### src/rtl/spi_mem_if.sv
// Request/response bundle between the CPU fetch/load-store sequencer and spi_mem_master.
interface spi_mem_if #(
  parameter int unsigned NUM_CS     = 2,
  parameter int unsigned ADDR_BITS  = 24,
  parameter int unsigned DATA_BYTES = 4
) ();
  localparam int unsigned CS_W = (NUM_CS > 1) ? $clog2(NUM_CS) : 1;

  logic                    start;
  logic                    is_write;
  logic [CS_W-1:0]         cs_sel;
  logic [ADDR_BITS-1:0]    addr;
  logic [2:0]              num_bytes;
  logic [8*DATA_BYTES-1:0] wdata;
  logic [8*DATA_BYTES-1:0] rdata;
  logic                    done;
  logic                    err;
  logic                    busy;

  modport master (
    output start, is_write, cs_sel, addr, num_bytes, wdata,
    input  rdata, done, err, busy
  );

  modport slave (
    input  start, is_write, cs_sel, addr, num_bytes, wdata,
    output rdata, done, err, busy
  );
endinterface

### src/rtl/spi_mem_master.sv
// SPI mode-0 master for serial SRAM/flash: cmd, address, optional dummy byte, then data.
// Define SPI_FAST_READ_EN to issue 0x0B reads with 8 dummy SCLKs before the data phase.
module spi_mem_master #(
  parameter int unsigned NUM_CS     = 2,
  parameter int unsigned ADDR_BITS  = 24,
  parameter int unsigned DATA_BYTES = 4,
  parameter int unsigned CLK_DIV    = 1
) (
  input  logic              clk,
  input  logic              rst_n,
  spi_mem_if.slave          bus,
  output logic              sclk,
  output logic              mosi,
  input  logic              miso,
  output logic [NUM_CS-1:0] cs_n
);
  localparam int unsigned CS_W  = (NUM_CS > 1) ? $clog2(NUM_CS) : 1;
  localparam int unsigned DIV_W = (CLK_DIV > 1) ? $clog2(CLK_DIV) : 1;
`ifdef SPI_FAST_READ_EN
  localparam logic [7:0] RdCmd = 8'h0B;
`else
  localparam logic [7:0] RdCmd = 8'h03;
`endif

  typedef enum logic [2:0] {
    StIdle, StLatch, StCmd, StAddr,
`ifdef SPI_FAST_READ_EN
    StDummy,
`endif
    StData, StFinish, StDone
  } state_e;

  state_e                  state_q;
  logic                    wr_q;
  logic [CS_W-1:0]         cs_q;
  logic [ADDR_BITS-1:0]    addr_q;
  logic [ADDR_BITS-1:0]    sr_q;
  logic [8*DATA_BYTES-1:0] wdata_q;
  logic [8*DATA_BYTES-1:0] rdata_q;
  logic [2:0]              nb_q;
  logic [2:0]              byte_q;
  logic [4:0]              bit_q;
  logic [DIV_W-1:0]        div_q;
  logic [6:0]              rx_q;
  logic                    done_q, err_q, busy_q, sclk_q, mosi_q;
  logic [NUM_CS-1:0]       cs_n_q;

  logic       cs_bad, half_end, last_bit;
  logic [7:0] cmd, nxt_byte;

  assign cs_bad   = ({1'b0, cs_q} >= (CS_W+1)'(NUM_CS));
  assign half_end = (div_q == DIV_W'(CLK_DIV - 1));
  assign cmd      = wr_q ? 8'h02 : RdCmd;

  // Remaining 7 bits of a byte, MSB-aligned in the shift register (bit 7 is already on mosi).
  function automatic logic [ADDR_BITS-1:0] rest8(input logic [7:0] b);
    return ADDR_BITS'({b[6:0], 1'b0}) << (ADDR_BITS - 8);
  endfunction

  always_comb begin
    last_bit = 1'b0;
    case (state_q)
      StCmd:   last_bit = (bit_q == 5'd7);
      StAddr:  last_bit = (bit_q == 5'(ADDR_BITS - 1));
`ifdef SPI_FAST_READ_EN
      StDummy: last_bit = (bit_q == 5'd7);
`endif
      StData:  last_bit = (bit_q == 5'd7);
      default: last_bit = 1'b0;
    endcase
  end

  always_comb begin
    nxt_byte = 8'h00;
    for (int k = 0; k < int'(DATA_BYTES); k++) begin
      if (byte_q + 3'd1 == 3'(k)) nxt_byte = wdata_q[8*k +: 8];
    end
  end

  always_ff @(posedge clk or negedge rst_n) begin
    if (!rst_n) begin
      state_q <= StIdle;
      wr_q    <= 1'b0;
      cs_q    <= '0;
      addr_q  <= '0;
      sr_q    <= '0;
      wdata_q <= '0;
      rdata_q <= '0;
      nb_q    <= '0;
      byte_q  <= '0;
      bit_q   <= '0;
      div_q   <= '0;
      rx_q    <= '0;
      done_q  <= 1'b0;
      err_q   <= 1'b0;
      busy_q  <= 1'b0;
      sclk_q  <= 1'b0;
      mosi_q  <= 1'b0;
      cs_n_q  <= '1;
    end else begin
      case (state_q)
        StIdle: if (bus.start) begin
          wr_q    <= bus.is_write;
          cs_q    <= bus.cs_sel;
          addr_q  <= bus.addr;
          wdata_q <= bus.wdata;
          nb_q    <= (bus.num_bytes > 3'(DATA_BYTES)) ? 3'(DATA_BYTES) : bus.num_bytes;
          rdata_q <= '0;
          busy_q  <= 1'b1;
          state_q <= StLatch;
        end
        StLatch: begin
          div_q  <= '0;
          bit_q  <= '0;
          byte_q <= '0;
          if (cs_bad || nb_q == 3'd0) begin
            err_q   <= cs_bad;
            done_q  <= 1'b1;
            busy_q  <= 1'b0;
            state_q <= StDone;
          end else begin
            cs_n_q  <= ~(NUM_CS'(1) << cs_q);
            mosi_q  <= cmd[7];
            sr_q    <= rest8(cmd);
            state_q <= StCmd;
          end
        end
        StCmd, StAddr,
`ifdef SPI_FAST_READ_EN
        StDummy,
`endif
        StData: begin
          if (!half_end) begin
            div_q <= div_q + DIV_W'(1);
          end else begin
            div_q  <= '0;
            sclk_q <= ~sclk_q;
            if (!sclk_q) begin
              rx_q <= {rx_q[5:0], miso};
              if (state_q == StData && !wr_q && bit_q == 5'd7) begin
                for (int k = 0; k < int'(DATA_BYTES); k++) begin
                  if (byte_q == 3'(k)) rdata_q[8*k +: 8] <= {rx_q, miso};
                end
              end
            end else if (!last_bit) begin
              bit_q  <= bit_q + 5'd1;
              mosi_q <= sr_q[ADDR_BITS-1];
              sr_q   <= sr_q << 1;
            end else begin
              bit_q <= '0;
              case (state_q)
                StCmd: begin
                  mosi_q  <= addr_q[ADDR_BITS-1];
                  sr_q    <= addr_q << 1;
                  state_q <= StAddr;
                end
`ifdef SPI_FAST_READ_EN
                StAddr: begin
                  mosi_q  <= wr_q & wdata_q[7];
                  sr_q    <= wr_q ? rest8(wdata_q[7:0]) : '0;
                  state_q <= wr_q ? StData : StDummy;
                end
                StDummy: begin
                  mosi_q  <= 1'b0;
                  sr_q    <= '0;
                  state_q <= StData;
                end
`else
                StAddr: begin
                  mosi_q  <= wr_q & wdata_q[7];
                  sr_q    <= wr_q ? rest8(wdata_q[7:0]) : '0;
                  state_q <= StData;
                end
`endif
                default: begin
                  if (byte_q == nb_q - 3'd1) begin
                    mosi_q  <= 1'b0;
                    state_q <= StFinish;
                  end else begin
                    byte_q <= byte_q + 3'd1;
                    mosi_q <= wr_q & nxt_byte[7];
                    sr_q   <= wr_q ? rest8(nxt_byte) : '0;
                  end
                end
              endcase
            end
          end
        end
        StFinish: begin
          cs_n_q  <= '1;
          done_q  <= 1'b1;
          busy_q  <= 1'b0;
          state_q <= StDone;
        end
        StDone: if (!bus.start) begin
          done_q  <= 1'b0;
          err_q   <= 1'b0;
          state_q <= StIdle;
        end
        default: state_q <= StIdle;
      endcase
    end
  end

  assign bus.rdata = rdata_q;
  assign bus.done  = done_q;
  assign bus.err   = err_q;
  assign bus.busy  = busy_q;
  assign sclk      = sclk_q;
  assign mosi      = mosi_q;
  assign cs_n      = cs_n_q;
endmodule

### src/flat_wrapper.sv
// flat-port wrapper written by rule: the top's interface ports become plain ports
module spi_mem_master_flat 
#(
  parameter int unsigned NUM_CS     = 2,
  parameter int unsigned ADDR_BITS  = 24,
  parameter int unsigned DATA_BYTES = 4,
  parameter int unsigned CLK_DIV    = 1
)
  (clk, rst_n, sclk, mosi, miso, cs_n, bus_start, bus_is_write, bus_cs_sel, bus_addr, bus_num_bytes, bus_wdata, bus_rdata, bus_done, bus_err, bus_busy);
  spi_mem_if #(.NUM_CS(NUM_CS), .ADDR_BITS(ADDR_BITS), .DATA_BYTES(DATA_BYTES)) bus_i ();
  input  logic clk;
  input  logic rst_n;
  output logic sclk;
  output logic mosi;
  input  logic miso;
  output logic [NUM_CS-1:0] cs_n;
  input wire logic [$bits(bus_i.start)-1:0] bus_start;
  input wire logic [$bits(bus_i.is_write)-1:0] bus_is_write;
  input wire logic [$bits(bus_i.cs_sel)-1:0] bus_cs_sel;
  input wire logic [$bits(bus_i.addr)-1:0] bus_addr;
  input wire logic [$bits(bus_i.num_bytes)-1:0] bus_num_bytes;
  input wire logic [$bits(bus_i.wdata)-1:0] bus_wdata;
  output wire logic [$bits(bus_i.rdata)-1:0] bus_rdata;
  output wire logic [$bits(bus_i.done)-1:0] bus_done;
  output wire logic [$bits(bus_i.err)-1:0] bus_err;
  output wire logic [$bits(bus_i.busy)-1:0] bus_busy;
  assign bus_i.start = bus_start;
  assign bus_i.is_write = bus_is_write;
  assign bus_i.cs_sel = bus_cs_sel;
  assign bus_i.addr = bus_addr;
  assign bus_i.num_bytes = bus_num_bytes;
  assign bus_i.wdata = bus_wdata;
  assign bus_rdata = bus_i.rdata;
  assign bus_done = bus_i.done;
  assign bus_err = bus_i.err;
  assign bus_busy = bus_i.busy;
  spi_mem_master #(.NUM_CS(NUM_CS), .ADDR_BITS(ADDR_BITS), .DATA_BYTES(DATA_BYTES), .CLK_DIV(CLK_DIV)) u_core (.clk(clk), .rst_n(rst_n), .bus(bus_i), .sclk(sclk), .mosi(mosi), .miso(miso), .cs_n(cs_n));
endmodule
### config.mk
export PLATFORM = sky130hd
export DESIGN_NAME = spi_mem_master_flat
export DESIGN_NICKNAME = d
export VERILOG_FILES = /design/src/rtl/spi_mem_if.sv /design/src/rtl/spi_mem_master.sv /design/src/flat_wrapper.sv
export SDC_FILE = /design/constraint.sdc
export NUM_CORES = 1
export LEC_CHECK = 0
export BUFFER_PORTS_ARGS = -buffer_cell sky130_fd_sc_hd__buf_2
export CORE_MARGIN = 8
export CORE_UTILIZATION = 32
export CTS_CLUSTER_DIAMETER = 50
export DETAILED_ROUTE_END_ITERATION = 7
export GPL_ROUTABILITY_DRIVEN = 0
export HOLD_SLACK_MARGIN = 0.06
export PLACE_DENSITY = 0.54
export RECOVER_POWER = 50
export SETUP_SLACK_MARGIN = 0.1
export SKIP_CTS_REPAIR_TIMING = 1
export SYNTH_ARGS = -nofsm -noshare
export SYNTH_HDL_FRONTEND = slang
export SYNTH_SLANG_ARGS = --single-unit
### constraint.sdc
create_clock -name clk -period 5.9 [get_ports clk]
set_clock_uncertainty 0.05 [all_clocks]
set_input_delay 1.475 -clock clk [delete_from_list [all_inputs] [get_ports clk]]
set_output_delay 1.475 -clock clk [all_outputs]
set_load 0.01 [all_outputs]
==> results of run 1 <==
==> Yosys cell counts, types with 2 or more instances <==
library cell                instances  area share (%)
sky130_fd_sc_hd__o211ai_1           2            0.22
sky130_fd_sc_hd__nor2b_1            7            0.65
sky130_fd_sc_hd__buf_2              9            0.67
sky130_fd_sc_hd__dfstp_2            2            0.78
sky130_fd_sc_hd__ha_1               9             1.7
sky130_fd_sc_hd__and2_1             5            0.47
sky130_fd_sc_hd__buf_6              3            0.50
sky130_fd_sc_hd__xor2_1             3            0.39
sky130_fd_sc_hd__nor3b_1            2            0.22
sky130_fd_sc_hd__nand3_1           21             1.6
sky130_fd_sc_hd__o41ai_1            2            0.26
sky130_fd_sc_hd__nor4_1             2            0.19
sky130_fd_sc_hd__or3_1              2            0.19
sky130_fd_sc_hd__o22ai_1            4            0.37
sky130_fd_sc_hd__a21oi_1           13            0.97
sky130_fd_sc_hd__a22o_1             5            0.65
sky130_fd_sc_hd__nand3b_1           5            0.56
sky130_fd_sc_hd__nor2_1            18             1.0
sky130_fd_sc_hd__a21bo_2            2            0.30
sky130_fd_sc_hd__a22oi_1           13             1.5
sky130_fd_sc_hd__mux2_2            65              11
sky130_fd_sc_hd__dfrtp_1          138              52
sky130_fd_sc_hd__nand2_1           38             2.1
sky130_fd_sc_hd__o31ai_1            6            0.67
sky130_fd_sc_hd__a211oi_1           4            0.45
sky130_fd_sc_hd__and3_1            17             1.6
sky130_fd_sc_hd__o2111a_1           4            0.67
sky130_fd_sc_hd__or2_2              2            0.19
sky130_fd_sc_hd__clkbuf_1          19             1.1
sky130_fd_sc_hd__o21ai_0           39             2.9
sky130_fd_sc_hd__o2bb2ai_1         38             5.0
sky130_fd_sc_hd__mux2i_1           23             3.4
sky130_fd_sc_hd__inv_1             25             1.4
sky130_fd_sc_hd__nand2b_1           7            0.65
==> worst max-delay path by stage <==
stage	endpoint	slack [ns]	cells past startpoint
finish	u_core.sr_q[21]	2.39	2
CTS	u_core.wdata_q[20]	2.77	5
floorplan	u_core.addr_q[19]	3.17	4
global placement	u_core.wdata_q[9]	2.35	5
detailed placement	u_core.wdata_q[20]	2.31	5
global route	u_core.sr_q[21]	1.84	2
==> power breakdown <==
part / internal, mW / total (mW) / switching, mW
clock: 0.697 / 1.11 / 0.415
sequential: 1.29 / 1.54 / 0.252
combinational: 0.444 / 0.927 / 0.483
total: 2.43 / 3.58 / 1.15
==> metal layers <==
layer  vias up  GRT usage, %  share of wire, %
met5         -             0                 0
met4         0          4.04               1.3
met3        19          3.71               4.8
met2       132          22.4                49
met1      2435          17.0                45
li1       2319             -                 -
==> per-stage QoR <==
| stage | hold WS, ns | utilization, % | total power [mW] |
|---|---|---|---|
| after detailed placement | 0.423 | 35.7 | 2.51 |
| after global routing | 0.459 | 38.4 | 3.80 |
| after CTS | 0.442 | 38.7 | 3.63 |
| after global placement | 0.416 | 35.7 | 2.45 |
| final | 0.439 | 38.4 | 3.58 |
| after floorplan | 0.405 | - | 2.18 |
==> cell usage in the layout, fill, tap and decap left out, types with 21 or more instances in the layout <==
| master | n |
|---|---|
| sky130_fd_sc_hd__mux2i_1 | 23 |
| sky130_fd_sc_hd__dfrtp_1 | 138 |
| sky130_fd_sc_hd__o2bb2ai_1 | 38 |
| sky130_fd_sc_hd__mux2_2 | 65 |
| sky130_fd_sc_hd__buf_2 | 66 |
| sky130_fd_sc_hd__inv_1 | 25 |
| sky130_fd_sc_hd__clkbuf_1 | 36 |
| sky130_fd_sc_hd__nand2_1 | 38 |
| sky130_fd_sc_hd__o21ai_0 | 39 |
| sky130_fd_sc_hd__nand3_1 | 21 |
==> state kept, by name, indices dropped and copies added, names as in the netlist, 2 cells and up <==
| name | cells |
|---|---|
| u_core.addr_q | 24 |
| u_core.bit_q | 5 |
| u_core.bus.rdata | 32 |
| u_core.byte_q | 3 |
| u_core.cs_n | 2 |
| u_core.nb_q | 3 |
| u_core.rx_q | 7 |
| u_core.sr_q | 23 |
| u_core.state_q | 3 |
| u_core.wdata_q | 32 |
==> cells by family (layout without fill, tap and decap cells) <==
logic type      count (synthesis)  count (layout)
mux                            88              88
simple gates                  134             134
xor+xnor                        5               5
other cells                     1               1
buf+inv                        59             163
fa+ha+maj                       9               9
compound gates                146             146
flops                         140             140
==> cell type report <==
cell class,instances,area [um^2]
clock buffer,21,470
clock inverter,10,139
fill,2068,12800
inverter,25,93.8
multi-input combinational,383,2940
sequential,140,3510
tap,275,344
timing repair buffer,107,504
==> flow_results.xml, run 1 <==
<?xml version="1.0" encoding="UTF-8"?>
<metrics>
  <group name="outcome">
    <metric name="outcome" unit="">finished, violations left</metric>
    <metric name="violations" unit="">capacitance limit, slew limit</metric>
  </group>
  <group name="clock_network">
    <metric name="clock_latency" unit="ns">0.43</metric>
    <metric name="root_buffer" unit="">sky130_fd_sc_hd__clkbuf_16</metric>
    <metric name="cts_buffers" unit="">17</metric>
    <metric name="htree_levels" unit="">4</metric>
    <metric name="tritoncts" unit="">built</metric>
    <metric name="clock_slew_seen_by_the_registers_of_the_worst_setup_and_hold_paths" unit="ns">0.06</metric>
    <metric name="clkSinkCount" unit="">140</metric>
    <metric name="cts_buffer_depth" unit="">2</metric>
  </group>
  <group name="global_routing">
    <metric name="grt_first_pass_wirelength" unit="um">28300</metric>
    <metric name="grt.overflow.total" unit="">0</metric>
    <metric name="largest_net_degree_at_the_start_of_global_routing" unit="">105</metric>
    <metric name="antenna_violations_before_repair" unit="">0</metric>
    <metric name="globalRouteTotalUtil" unit="%">13.6</metric>
    <metric name="grt_pass1_vias" unit="">5276</metric>
  </group>
  <group name="finish">
    <metric name="layout-drive-gt1-share" unit="%">26.4</metric>
    <metric name="syn_to_final_growth" unit="%">19.3</metric>
    <metric name="instances_no_fill" unit="">961</metric>
    <metric name="insertedDiodeCount" unit="">0</metric>
    <metric name="finalNetCount" unit="">748</metric>
    <metric name="final_cell_area" unit="mm^2">0.00800</metric>
  </group>
  <group name="sta">
    <metric name="max-slew-margin-rel" unit="%">-72.5</metric>
    <metric name="setup_viol_count_final" unit="">0</metric>
    <metric name="timing.final.max_slew_violations" unit="">105</metric>
    <metric name="timing_worst_slew_pin_value" unit="ns">2.59</metric>
    <metric name="timing.final.hold_violations" unit="">0</metric>
    <metric name="final_min_period_over_clock_period" unit="%">59.4</metric>
    <metric name="fmax" unit="MHz">285</metric>
    <metric name="period_needed" unit="ns">3.51</metric>
    <metric name="tns" unit="ns">0</metric>
    <metric name="worst_slack" unit="ns">2.39</metric>
    <metric name="unrepaired_setup_endpoints_after_global_routing" unit="">false</metric>
  </group>
  <group name="floorplan">
    <metric name="floorplan.die_area" unit="mm^2">0.0258</metric>
    <metric name="initial_utilization" unit="%">32.2</metric>
    <metric name="core-area" unit="mm^2">0.0208</metric>
    <metric name="chip_width" unit="um">161</metric>
    <metric name="rows" unit="">53</metric>
    <metric name="die_height" unit="um">161</metric>
    <metric name="boundaryPins" unit="">104</metric>
  </group>
  <group name="synthesis">
    <metric name="synth_fp_nets" unit="">656</metric>
    <metric name="ys_seq_area_share" unit="%">52.3</metric>
    <metric name="synthesis.yosys.warnings" unit="">0</metric>
    <metric name="syn_avg_cell_area" unit="um^2">11.5</metric>
    <metric name="synthMuxAreaShare" unit="%">14.3</metric>
    <metric name="synth_adder_area_share" unit="%">1.68</metric>
    <metric name="synth_ff_type" unit="">sky130_fd_sc_hd__dfrtp_1</metric>
    <metric name="yosys.area_share.xor_xnor" unit="%">0.858</metric>
    <metric name="post_synth_simple_gate_area" unit="%">10.9</metric>
    <metric name="ys_async_sr_fraction" unit="%">100</metric>
    <metric name="synth-compound-area-share" unit="%">15.9</metric>
    <metric name="synthesis.area" unit="mm^2">0.00671</metric>
    <metric name="ys_seq_elements" unit="">140</metric>
    <metric name="number_of_distinct_library_cell_variants_in_the_gate_level_netlist_after_synthesis" unit="">62</metric>
    <metric name="postSynthCellCount" unit="">582</metric>
    <metric name="combinational_family_with_the_most_area_after_synthesis" unit="">compound AO/OA/AOI/OAI gates</metric>
    <metric name="synth-edff-count" unit="">0</metric>
  </group>
  <group name="setup_path">
    <metric name="critPathKind" unit="">in2async</metric>
    <metric name="cp_max_fo" unit="">104</metric>
    <metric name="cpLargestDelayFamily" unit="">buffers and inverters</metric>
    <metric name="timing.critical_path.to_type" unit="">async pin</metric>
    <metric name="timing.critical_path.from_type" unit="">input port</metric>
    <metric name="critPathBufInv" unit="">2</metric>
    <metric name="r2r_start" unit="">u_core.state_q[1]</metric>
    <metric name="crit_required" unit="ns">6.39</metric>
    <metric name="worst-r2r-cell-count" unit="">5</metric>
    <metric name="cpPeakStageDelay" unit="ns">1.77</metric>
    <metric name="worst-r2r-setup-slack" unit="ns">2.91</metric>
    <metric name="critical-path-slowest-cell" unit="">sky130_fd_sc_hd__clkbuf_2</metric>
    <metric name="critical_path.reg2reg.endpoint" unit="">u_core.sr_q[23]</metric>
    <metric name="worstSetupStartpoint" unit="">rst_n</metric>
    <metric name="crit_arrival" unit="ns">3.99</metric>
    <metric name="crit_path_cell_trace" unit="">clkbuf_2 -&gt; buf_4</metric>
  </group>
  <group name="place">
    <metric name="detailed_placer_s_ending_hpwl" unit="um">12200</metric>
    <metric name="dp_cells" unit="">930</metric>
    <metric name="pre_cts_slack" unit="ns">2.31</metric>
    <metric name="count_of_buffers_from_port_buffering" unit="">102</metric>
    <metric name="dpl-instance-area" unit="mm^2">0.00744</metric>
  </group>
  <group name="route">
    <metric name="detail_route.first_pass.iterations" unit="">5</metric>
    <metric name="drt_iter0_markers" unit="">294</metric>
    <metric name="antenna_left" unit="">0</metric>
    <metric name="remaining_drc_errors" unit="">0</metric>
    <metric name="wire_per_inst" unit="um">17.9</metric>
    <metric name="route.vias.total" unit="">4905</metric>
    <metric name="vias_per_cell" unit="">5.10</metric>
    <metric name="drt-total-wl" unit="um">17200</metric>
  </group>
  <group name="flow_run">
    <metric name="drv.max_cap_violation_count" unit="">1</metric>
  </group>
  <group name="min_path">
    <metric name="whs_endpoint" unit="">u_core.sr_q[9]</metric>
    <metric name="worst_hold_path.num_cells" unit="">1</metric>
    <metric name="hold_path_startpoint" unit="">u_core.sr_q[9]</metric>
    <metric name="min_path_type" unit="">reg2reg</metric>
  </group>
  <group name="pwr">
    <metric name="cellPowerDensity" unit="mW/mm^2">448</metric>
    <metric name="ir_worst_vdd" unit="mV">0.246</metric>
    <metric name="power.static_leakage" unit="nW">3.42</metric>
  </group>
</metrics>
Power figures use the tool's default switching activity.
==> run 2, diff against run 1 <==
Clock period 5.9 ns to 3.6 ns, I/O delays scaled along.
==> flow_results.xml, run 2 (synthesis gave the netlist of run 1 again) <==
<?xml version="1.0" encoding="UTF-8"?>
<metrics>
  <group name="setup_path">
    <metric name="crit_path_cell_trace" unit="">buf_2 -&gt; nand2b_1 -&gt; nor3_4 -&gt; clkbuf_2 -&gt; mux2_2</metric>
    <metric name="critPathBufInv" unit="">2</metric>
    <metric name="cp.depth" unit="">5</metric>
    <metric name="worstSetupStartpoint" unit="">bus_start</metric>
    <metric name="timing.critical_path.to_type" unit="">flop</metric>
    <metric name="cpLargestDelayFamily" unit="">buffers and inverters</metric>
    <metric name="cp_max_fo" unit="">64</metric>
    <metric name="setup.worst_path.end" unit="">u_core.wdata_q[18]</metric>
    <metric name="critical_path.reg2reg.endpoint" unit="">u_core.wdata_q[18]</metric>
    <metric name="r2r_start" unit="">u_core.state_q[2]</metric>
    <metric name="timing.critical_path.from_type" unit="">input port</metric>
    <metric name="critical-path-slowest-cell" unit="">sky130_fd_sc_hd__clkbuf_2</metric>
    <metric name="worst-r2r-setup-slack" unit="ns">0.94</metric>
    <metric name="critPathKind" unit="">in2reg</metric>
    <metric name="cpPeakStageDelay" unit="ns">1.09</metric>
    <metric name="crit_required" unit="ns">3.84</metric>
    <metric name="worst-r2r-cell-count" unit="">4</metric>
    <metric name="crit_arrival" unit="ns">2.91</metric>
  </group>
  <group name="clock_network">
    <metric name="clkSinkCount" unit="">140</metric>
    <metric name="cts_buffer_depth" unit="">2</metric>
    <metric name="clock_latency" unit="ns">0.42</metric>
    <metric name="clock_slew_seen_by_the_registers_of_the_worst_setup_and_hold_paths" unit="ns">0.06</metric>
    <metric name="cts_buffers" unit="">17</metric>
    <metric name="tritoncts" unit="">built</metric>
    <metric name="root_buffer" unit="">sky130_fd_sc_hd__clkbuf_16</metric>
    <metric name="htree_levels" unit="">4</metric>
  </group>
  <group name="pwr">
    <metric name="p_sw_share" unit="%">31.5</metric>
    <metric name="p_seq_share" unit="%">42.3</metric>
    <metric name="cellInternalPower" unit="mW">4.08</metric>
    <metric name="switchingPower" unit="mW">1.88</metric>
    <metric name="clock_power_share" unit="%">31.6</metric>
    <metric name="ir_worst_vdd" unit="mV">0.376</metric>
    <metric name="combPwrFrac" unit="%">26.1</metric>
    <metric name="cellPowerDensity" unit="mW/mm^2">737</metric>
    <metric name="power.static_leakage" unit="nW">3.59</metric>
  </group>
  <group name="finish">
    <metric name="syn_to_final_growth" unit="%">20.6</metric>
    <metric name="insertedDiodeCount" unit="">0</metric>
    <metric name="layout.cells.most_common_list" unit="">sky130_fd_sc_hd__dfrtp_1 (138), sky130_fd_sc_hd__buf_2 (101), sky130_fd_sc_hd__mux2_2 (65)</metric>
    <metric name="layout_commonest_cell" unit="">sky130_fd_sc_hd__dfrtp_1</metric>
    <metric name="layout-drive-gt1-share" unit="%">31.9</metric>
    <metric name="finalNetCount" unit="">752</metric>
  </group>
  <group name="sta">
    <metric name="max-slew-margin-rel" unit="%">-33.0</metric>
    <metric name="unrepaired_setup_endpoints_after_global_routing" unit="">false</metric>
    <metric name="final_min_period_over_clock_period" unit="%">74.3</metric>
    <metric name="tns" unit="ns">0</metric>
    <metric name="setup_viol_count_final" unit="">0</metric>
    <metric name="timing_worst_slew_pin_value" unit="ns">1.99</metric>
    <metric name="worst_hold_slack" unit="ns">0.438</metric>
    <metric name="period_needed" unit="ns">2.67</metric>
    <metric name="fmax" unit="MHz">374</metric>
    <metric name="timing.final.max_slew_violations" unit="">144</metric>
    <metric name="timing.final.hold_violations" unit="">0</metric>
    <metric name="worst_slack" unit="ns">0.925</metric>
  </group>
  <group name="global_routing">
    <metric name="grt_first_pass_wirelength" unit="um">28300</metric>
    <metric name="antenna_violations_before_repair" unit="">0</metric>
    <metric name="globalRouteTotalUtil" unit="%">13.6</metric>
    <metric name="largest_net_degree_at_the_start_of_global_routing" unit="">79</metric>
    <metric name="grt.overflow.total" unit="">0</metric>
    <metric name="grt_pass1_vias" unit="">5374</metric>
  </group>
  <group name="route">
    <metric name="drt-total-wl" unit="um">17000</metric>
    <metric name="wire_per_inst" unit="um">17.6</metric>
    <metric name="antenna_left" unit="">0</metric>
    <metric name="detail_route.first_pass.iterations" unit="">5</metric>
    <metric name="remaining_drc_errors" unit="">0</metric>
    <metric name="vias_per_cell" unit="">5.13</metric>
    <metric name="drt_iter0_markers" unit="">285</metric>
    <metric name="route.vias.total" unit="">4942</metric>
  </group>
  <group name="outcome">
    <metric name="outcome" unit="">finished, violations left</metric>
    <metric name="violations" unit="">capacitance limit, slew limit</metric>
  </group>
  <group name="min_path">
    <metric name="min_path_type" unit="">reg2reg</metric>
  </group>
  <group name="floorplan">
    <metric name="initial_utilization" unit="%">32.2</metric>
    <metric name="chip_width" unit="um">161</metric>
    <metric name="floorplan.die_area" unit="mm^2">0.0258</metric>
    <metric name="die_height" unit="um">161</metric>
    <metric name="boundaryPins" unit="">104</metric>
    <metric name="core-area" unit="mm^2">0.0208</metric>
    <metric name="rows" unit="">53</metric>
  </group>
  <group name="flow_run">
    <metric name="drv.max_cap_violation_count" unit="">2</metric>
  </group>
  <group name="place">
    <metric name="count_of_buffers_from_port_buffering" unit="">102</metric>
    <metric name="detailed_placer_s_ending_hpwl" unit="um">12300</metric>
    <metric name="pre_cts_slack" unit="ns">1.13</metric>
  </group>
</metrics>
## run 2: cell count changes in the layout (fill, tap and decap cells not counted), sizes merged
cell	before	now
buf	71	106
clkbuf	57	26
clkinv	5	2
bufinv	3	4
clkinvlp	1	2
## run 2: power groups by stage
stage / combinational, mW / clock, mW / sequential (mW)
2_1_floorplan: 1.18 / 0 / 2.39
3_3_place_gp: 1.53 / 0 / 2.54
3_5_place_dp: 1.57 / 0 / 2.55
4_1_cts: 1.58 / 1.93 / 2.53
5_1_grt: 1.74 / 2.00 / 2.60
6_report: 1.56 / 1.88 / 2.52
## run 2: per-layer routing
metal | vias up | wire length (um) | track usage, %
met1 | 2472 | 7630 | 17.1
met4 | 0 | 289 | 4.88
met5 | - | 0 | 0
li1 | 2320 | - | -
met2 | 132 | 8130 | 21.9
met3 | 18 | 903 | 3.84
## run 2: final cells by class
| cell class | instances | area (um^2) |
|---|---|---|
| Fill cell | 2080 | 12700 |
| Sequential cell | 140 | 3510 |
| Multi-Input combinational cell | 383 | 2940 |
| Timing Repair Buffer | 111 | 568 |
| Clock buffer | 21 | 470 |
| Tap cell | 275 | 344 |
| Clock inverter | 9 | 161 |
| Inverter | 25 | 93.8 |
## run 2: through the flow
stage / util (%) / power (mW) / std cells / instance area [um^2]
6_report: 38.8 / 5.96 / 964 / 8090
5_1_grt: 38.8 / 6.34 / 964 / 8090
3_5_place_dp: 35.9 / 4.13 / 934 / 7480
4_1_cts: 39.0 / 6.04 / 964 / 8120
2_1_floorplan: - / 3.57 / 582 / 6710
3_3_place_gp: 35.9 / 4.06 / 934 / 7480
## run 2: worst min-delay path by stage
| stage | to | cells past startpoint | slack, ns | startpoint |
|---|---|---|---|---|
| detailed placement | u_core.bus.rdata[11] | 1 | 0.42 | u_core.bus.rdata[11] |
| global placement | u_core.bus.rdata[11] | 1 | 0.42 | u_core.bus.rdata[11] |
| floorplan | u_core.sr_q[10] | 1 | 0.41 | u_core.sr_q[10] |
| global route | u_core.bus.rdata[10] | 1 | 0.46 | u_core.bus.rdata[10] |
| CTS | u_core.bus.rdata[11] | 1 | 0.44 | u_core.bus.rdata[11] |
| finish | u_core.sr_q[13] | 1 | 0.44 | u_core.sr_q[13] |
## run 2: worst reg2reg max path, cell delays in order, from the launching register on
cell,delay (ns)
sky130_fd_sc_hd__dfrtp_1,0.49
sky130_fd_sc_hd__nand2b_1,0.25
sky130_fd_sc_hd__nor3_4,0.12
sky130_fd_sc_hd__clkbuf_2,1.09
sky130_fd_sc_hd__mux2_2,0.53
